### src/rtl/if_fetch_unit_pkg.sv
// Shared definitions for the instruction-fetch stage: FSM states and fixed constants.
package if_fetch_unit_pkg;

  typedef enum logic [1:0] {
    IDLE  = 2'd0,
    FETCH = 2'd1,
    HOLD  = 2'd2,
    DROP  = 2'd3
  } fetch_state_e;

  localparam logic [31:0] RESET_PC_DEFAULT = 32'h0000_0000;
  localparam logic [31:0] NOP_WORD         = 32'h0000_0013;

endpackage

### src/rtl/if_fetch_unit.sv
// Instruction-fetch stage: owns the PC, drives the imem req/ack handshake and
// presents {pc_o, instr_o, MemStall_o} to IF/ID, holding or squashing words as needed.
module if_fetch_unit
  import if_fetch_unit_pkg::*;
#(
  parameter logic [31:0] RESET_PC = RESET_PC_DEFAULT
) (
  input  logic        clk_i,
  input  logic        rst_n_i,
  input  logic        stall_i,
  input  logic        redirect_i,
  input  logic [31:0] redirect_pc_i,
  output logic        imem_req_o,
  output logic [31:0] imem_addr_o,
  input  logic        imem_ack_i,
  input  logic [31:0] imem_rdata_i,
  output logic [31:0] pc_o,
  output logic [31:0] instr_o,
  output logic        MemStall_o
);

  fetch_state_e state_q, state_d;
  logic [31:0]  pc_q, pc_d;
  logic [31:0]  pend_q, pend_d;
  logic [31:0]  buf_q, buf_d;
  logic [31:0]  tgt;
  logic [31:0]  pc_inc;

  assign tgt    = redirect_pc_i & ~32'd3;
  assign pc_inc = pc_q + 32'd4;

  // pc_q only moves on ack or from HOLD, so address stays stable while a request is open
  assign imem_addr_o = pc_q;
  assign pc_o        = pc_q;

  always_comb begin
    state_d    = state_q;
    pc_d       = pc_q;
    pend_d     = pend_q;
    buf_d      = buf_q;
    imem_req_o = 1'b0;
    instr_o    = '0;
    MemStall_o = 1'b1;

    unique case (state_q)
      IDLE: begin
        state_d = FETCH;
      end

      FETCH: begin
        imem_req_o = 1'b1;
        instr_o    = imem_rdata_i;
        MemStall_o = ~imem_ack_i | redirect_i;
        if (redirect_i && imem_ack_i) begin
          pc_d = tgt;
        end else if (redirect_i) begin
          pend_d  = tgt;
          state_d = DROP;
        end else if (imem_ack_i && stall_i) begin
          buf_d   = imem_rdata_i;
          state_d = HOLD;
        end else if (imem_ack_i) begin
          pc_d = pc_inc;
        end
      end

      HOLD: begin
        instr_o    = buf_q;
        MemStall_o = redirect_i;
        if (redirect_i) begin
          pc_d    = tgt;
          state_d = FETCH;
        end else if (!stall_i) begin
          pc_d    = pc_inc;
          state_d = FETCH;
        end
      end

      DROP: begin
        // Request must complete before the redirect target can be issued
        imem_req_o = 1'b1;
        instr_o    = imem_rdata_i;
        if (imem_ack_i) begin
          pc_d    = redirect_i ? tgt : pend_q;
          state_d = FETCH;
        end else if (redirect_i) begin
          pend_d = tgt;
        end
      end

      default: state_d = IDLE;
    endcase
  end

  always_ff @(posedge clk_i or negedge rst_n_i) begin
    if (!rst_n_i) begin
      state_q <= IDLE;
      pc_q    <= RESET_PC;
      pend_q  <= '0;
      buf_q   <= '0;
    end else begin
      state_q <= state_d;
      pc_q    <= pc_d;
      pend_q  <= pend_d;
      buf_q   <= buf_d;
    end
  end

endmodule

### config.mk
export PLATFORM = sky130hd
export DESIGN_NAME = if_fetch_unit
export DESIGN_NICKNAME = d
export VERILOG_FILES = /design/src/rtl/if_fetch_unit_pkg.sv /design/src/rtl/if_fetch_unit.sv
export SDC_FILE = /design/constraint.sdc
export NUM_CORES = 1
export LEC_CHECK = 0
export CORE_MARGIN = 5
export CORE_UTILIZATION = 37
export CTS_BUF_LIST = sky130_fd_sc_hd__clkbuf_4 sky130_fd_sc_hd__clkbuf_8
export CTS_CLUSTER_SIZE = 25
export DETAILED_ROUTE_END_ITERATION = 8
export PLACE_DENSITY = 0.68
export SLEW_MARGIN = 20
export SYNTH_ARGS = -nofsm -noshare
export SYNTH_HDL_FRONTEND = slang
export SYNTH_SLANG_ARGS = --single-unit
### constraint.sdc
create_clock -name clk_i -period 2.2 [get_ports clk_i]
set_clock_uncertainty 0.1 [all_clocks]
set_input_delay 0.22 -clock clk_i [delete_from_list [all_inputs] [get_ports clk_i]]
set_output_delay 0.22 -clock clk_i [all_outputs]
set_load 0.1 [all_outputs]
# Word-level counts from Yosys, hierarchy flattened
# Cells that the tools add are included.
[classes]
addsub = 1
n_mul = 0
div_mod_pow = 0
n_lt_le_gt_ge = 0
n_eq_ne = 11
n_shift = 0
muxes = 22
bitwise_logic = 4
n_reduce_logical = 10
[op_table]
columns = ["op", "count"]
rows = [
  ["$mux W32", 10],
  ["$pmux W32 S2", 2],
  ["$pmux W32 S3", 1],
  ["$add A32 B3 Y32 const B", 1],
  ["$ne A3 B3 Y1 const B", 5],
  ["$mux W2", 6],
  ["$pmux W2 S4", 1],
  ["$reduce_and A4 Y1", 2],
  ["$ne A2 B2 Y1 const B", 3],
  ["$reduce_and A6 Y1", 1],
  ["$eq A2 B2 Y1 const B", 2],
  ["$not A1 Y1", 3],
  ["$reduce_and A3 Y1", 1],
  ["$reduce_bool A3 Y1", 1],
  ["$eq A2 B1 Y1 const B", 1],
  ["$logic_and A1 B1 Y1", 2],
  ["$logic_not A2 Y1", 1],
  ["$pmux W1 S2", 1],
  ["$reduce_bool A2 Y1", 1],
  ["$reduce_or A2 Y1", 1],
  ["$mux W1", 1],
  ["$or A1 B1 Y1", 1],
]
[word_totals]
reg_bits = 98
latchBits = 0
ram_bits = 0
rom_bits = 0
in_bits = 69
elab_cells = 52
memories = 0

# Longest topological paths before layout
[depth]
depth_word = 6
depth_mapped = 9

# Worst setup path before layout
# OpenSTA, ideal clock, no wires.
[synth_timing]
kind = "register to output"
from = "register state_q[1]"
to = "output instr_o[14]"
arrival_time_ns = 3.416
required_time_ns = 1.880
slack_ns = -1.536
stages_incl_launch_ff = 8
path_cell_list = "dfrtp_1 > inv_1 > ha_1 > clkbuf_2 > or2_1 > clkbuf_1 > a22oi_1 > nor2_1"
[synth_via]
elab_chain_len = 3
elab_cells_between_ends = 5
cone_classes = "eq/ne: 3; mux: 1; reduce/logical: 1"
[synth_lines]
columns = ["element", "line_no", "text"]
rows = [
  ["start, declared", "if_fetch_unit.sv:22", "fetch_state_e state_q, state_d;"],
  ["start signal, assigned", "if_fetch_unit.sv:102", "state_q <= state_d;"],
  ["$eq A2 B2 Y1 / $eq A2 B1 Y1 (equally long branches)", "if_fetch_unit.sv:45", "unique case (state_q)"],
  ["$reduce_or A2 Y1 (no line)", "-", ""],
  ["$pmux W32 S2 (*)", "if_fetch_unit.sv:45", ""],
  ["end, declared", "if_fetch_unit.sv:18", "output logic [31:0] instr_o,"],
]
# Mark *: on every way between the ends. The rest lies on a longest branch, timed or not.

# Worst setup path in the final report
[layout_timing]
from = "register state_q[0]"
to = "output instr_o[22]"
# Same word-level chain as after synthesis.

==> results.txt <==
Vias/cell - 5.71
row count - 44
Die Y - 133 µm
post-DR wirelength/cell - 19.7 µm
max_cap viols - 0
worst path required time - 1880 ps
Post-synth top cells - dfrtp_1 (98), mux2_2 (61), nor2_1 (56), o21ai_0 (55), a22oi_1 (41)
latest clock arrival within the worst-skew pair - 380 ps
worst setup margin - -59.8 ps
Primary FF master, synth - dfrtp_1
layout cells sized above 1 - 46.1%
FF/Latch Area - 2530 µm²
final net count - 783
vias in the first global route - 5295
Die Wd - 133 µm
Total GRT Usage - 19.7%
setup violators final - 29
top cells by area, synth - dfrtp_1 (44%), mux2_2 (12%), a22oi_1 (5.5%), o21ai_0 (5.0%), buf_4 (4.3%)
Crit Reg-Reg Endpoint - imem_addr_o[29]
crit start category - register
initial antenna violation count - 0
Cells after Synth - 555
post-synth top area cell - dfrtp_1
status - finished with violations
worst stage delay on the critical path - 470 ps
Area Overhead vs Synth - 50.5%
CTS clock-pin slew for the worst setup and hold paths - 100 ps
H-tree depth - 3
cell with the most instances after synthesis - dfrtp_1
post-synthesis cell type count - 56
RSZ-0062 raised after global routing - yes
core area - 14600 µm²
critical path type - reg -> out
post-synth net total - 629
Post-Syn Area - 5560 µm²
Worst R2R Path Depth - 7
final period utilization - 103%
post-synthesis sequential area ratio - 44.1%
Detail Route Antenna Nets - 0
Avg Cell Area, Syn - 10.0 µm²
setup_tns - -806 ps
Final Critical Period - 2260 ps
largest net degree at the start of global routing - 46
critical path, cell by cell - ha_4 > buf_4 > or2_4 > a22oi_2 > nor2_4 > buf_12
antenna cells - 0
cts bufs inserted - 9
multi-input logic area - 3100 µm²
post-DP HPWL - 12500 µm
EDFF count, synth - 0
Pre-antenna DRT Iters - 6
Worst Hold Class - in -> async
Max Buffers Root-to-Sink - 2
Routed WL - 17700 µm
Vias - 5130
Tightest Pin Transition - 423 ps
Slew Viols, Final - 0
Synth top area share - 44.1%
CP top delay family - flip-flops
final core utilization - 57.2%
I/O Buffers - 164
Iteration-0 DRC Markers - 279
Syn. warnings - 0
CTS tree - done
post-synthesis async set-or-reset flop share - 100%
Fillers - 1236
Arr. time, crit path - 1940 ps
Hold Vio Cnt, Final - 0
Root Buffer - clkbuf_8
first-pass GRT wire length - 28200 µm
failing checks - setup timing
clk sinks - 98
global route overflow - 0
flop-to-flop setup slack - -50 ps
critical path's slowest cell - dfrtp_2
#FFs+latches synth - 98
# IOs - 167
placer congestion estimate - 0.859
die area - 17600 µm²
RR Startpoint - state_q[0]
fmax - 443 MHz
Slew headroom - 71.5%
# DRC - 0
CP bufs+invs - 2
crit-path max FO - 7
CP endpoint kind - primary output
Initial Utilization - 38.0%
[worst max-delay path by stage]
stage          cells past startpoint         endpoint        from
2_1_floorplan                      7  imem_addr_o[29]  state_q[0]
6_report                           6      instr_o[22]  state_q[0]
5_1_grt                            7      instr_o[22]  state_q[1]
3_3_place_gp                       7  imem_addr_o[29]  state_q[0]
4_1_cts                            6      instr_o[16]  state_q[0]
3_5_place_dp                       7  imem_addr_o[29]  state_q[0]
[cell families after synthesis]
| family | Yosys count | share of synthesized area (%) |
|---|---|---|
| buffers and inverters | 80 | 7.72 |
| flip-flops | 98 | 44.1 |
| AND/OR/NAND/NOR | 145 | 13.6 |
| multiplexers | 64 | 12.9 |
| adder cells (fa/ha/maj) | 5 | 1.13 |
| AO/OA/AOI/OAI | 163 | 20.5 |
[routing by layer]
layer | part of all wire [%] | up-vias | track usage [%]
li1 | - | 2372 | -
met1 | 43 | 2565 | 24.9
met2 | 49 | 159 | 33.2
met3 | 4.5 | 34 | 3.15
met4 | 3.1 | 0 | 9.01
met5 | 0 | - | 0
[final cells by class]
cell class,count,share of cell area [%]
sequential,98,30.2
tap,184,2.75
inverter,5,0.224
clock buffer,12,1.82
multi-input combinational,378,37.1
timing repair buffer,217,27.6
clock inverter,4,0.314
[sequential cells by signal, indices dropped and copies added, names as in the netlist]
| signal | flops |
|---|---|
| buf_q | 32 |
| imem_addr_o | 32 |
| pend_q | 32 |
| state_q | 2 |
[through the flow]
| stage | setup slack [ps] | std cells | cell area (µm²) | hold slack (ps) |
|---|---|---|---|---|
| after floorplan | -29.7 | 555 | 5920 | -176 |
| after global placement | -12.1 | 875 | 7980 | 64.3 |
| after detailed placement | -52.1 | 875 | 7980 | 66.8 |
| after CTS | -86.6 | 897 | 8310 | 207 |
| after global routing | -142 | 898 | 8370 | 240 |
| final | -59.8 | 898 | 8370 | 210 |
[cell usage in the layout (no fill, tap or decap), types with 13 or more instances in the layout]
cell type / count
buf_4: 108
dfrtp_1: 69
clkdlybuf4s50_1: 65
mux2_2: 61
o21ai_0: 42
buf_12: 40
nor2_4: 32
nor2_1: 24
a22oi_2: 21
a22oi_1: 20
dfrtp_4: 17
nand2_1: 16
and3_1: 13
[repair_timing]
action | in CTS | in global routing
hold buffers | 1 | 0
cloned | 1 | 0
gates resized for setup | 25 | 23
buffers inserted | 5 | 1
pin swaps | 1 | 6
hold endpoints to repair | 27 | 0
endpoints found under the setup margin | 35 | 82
Power is left out: the tool's default activity adds up to more than one toggle a clock period on the data nets, which glitch-free logic cannot reach.
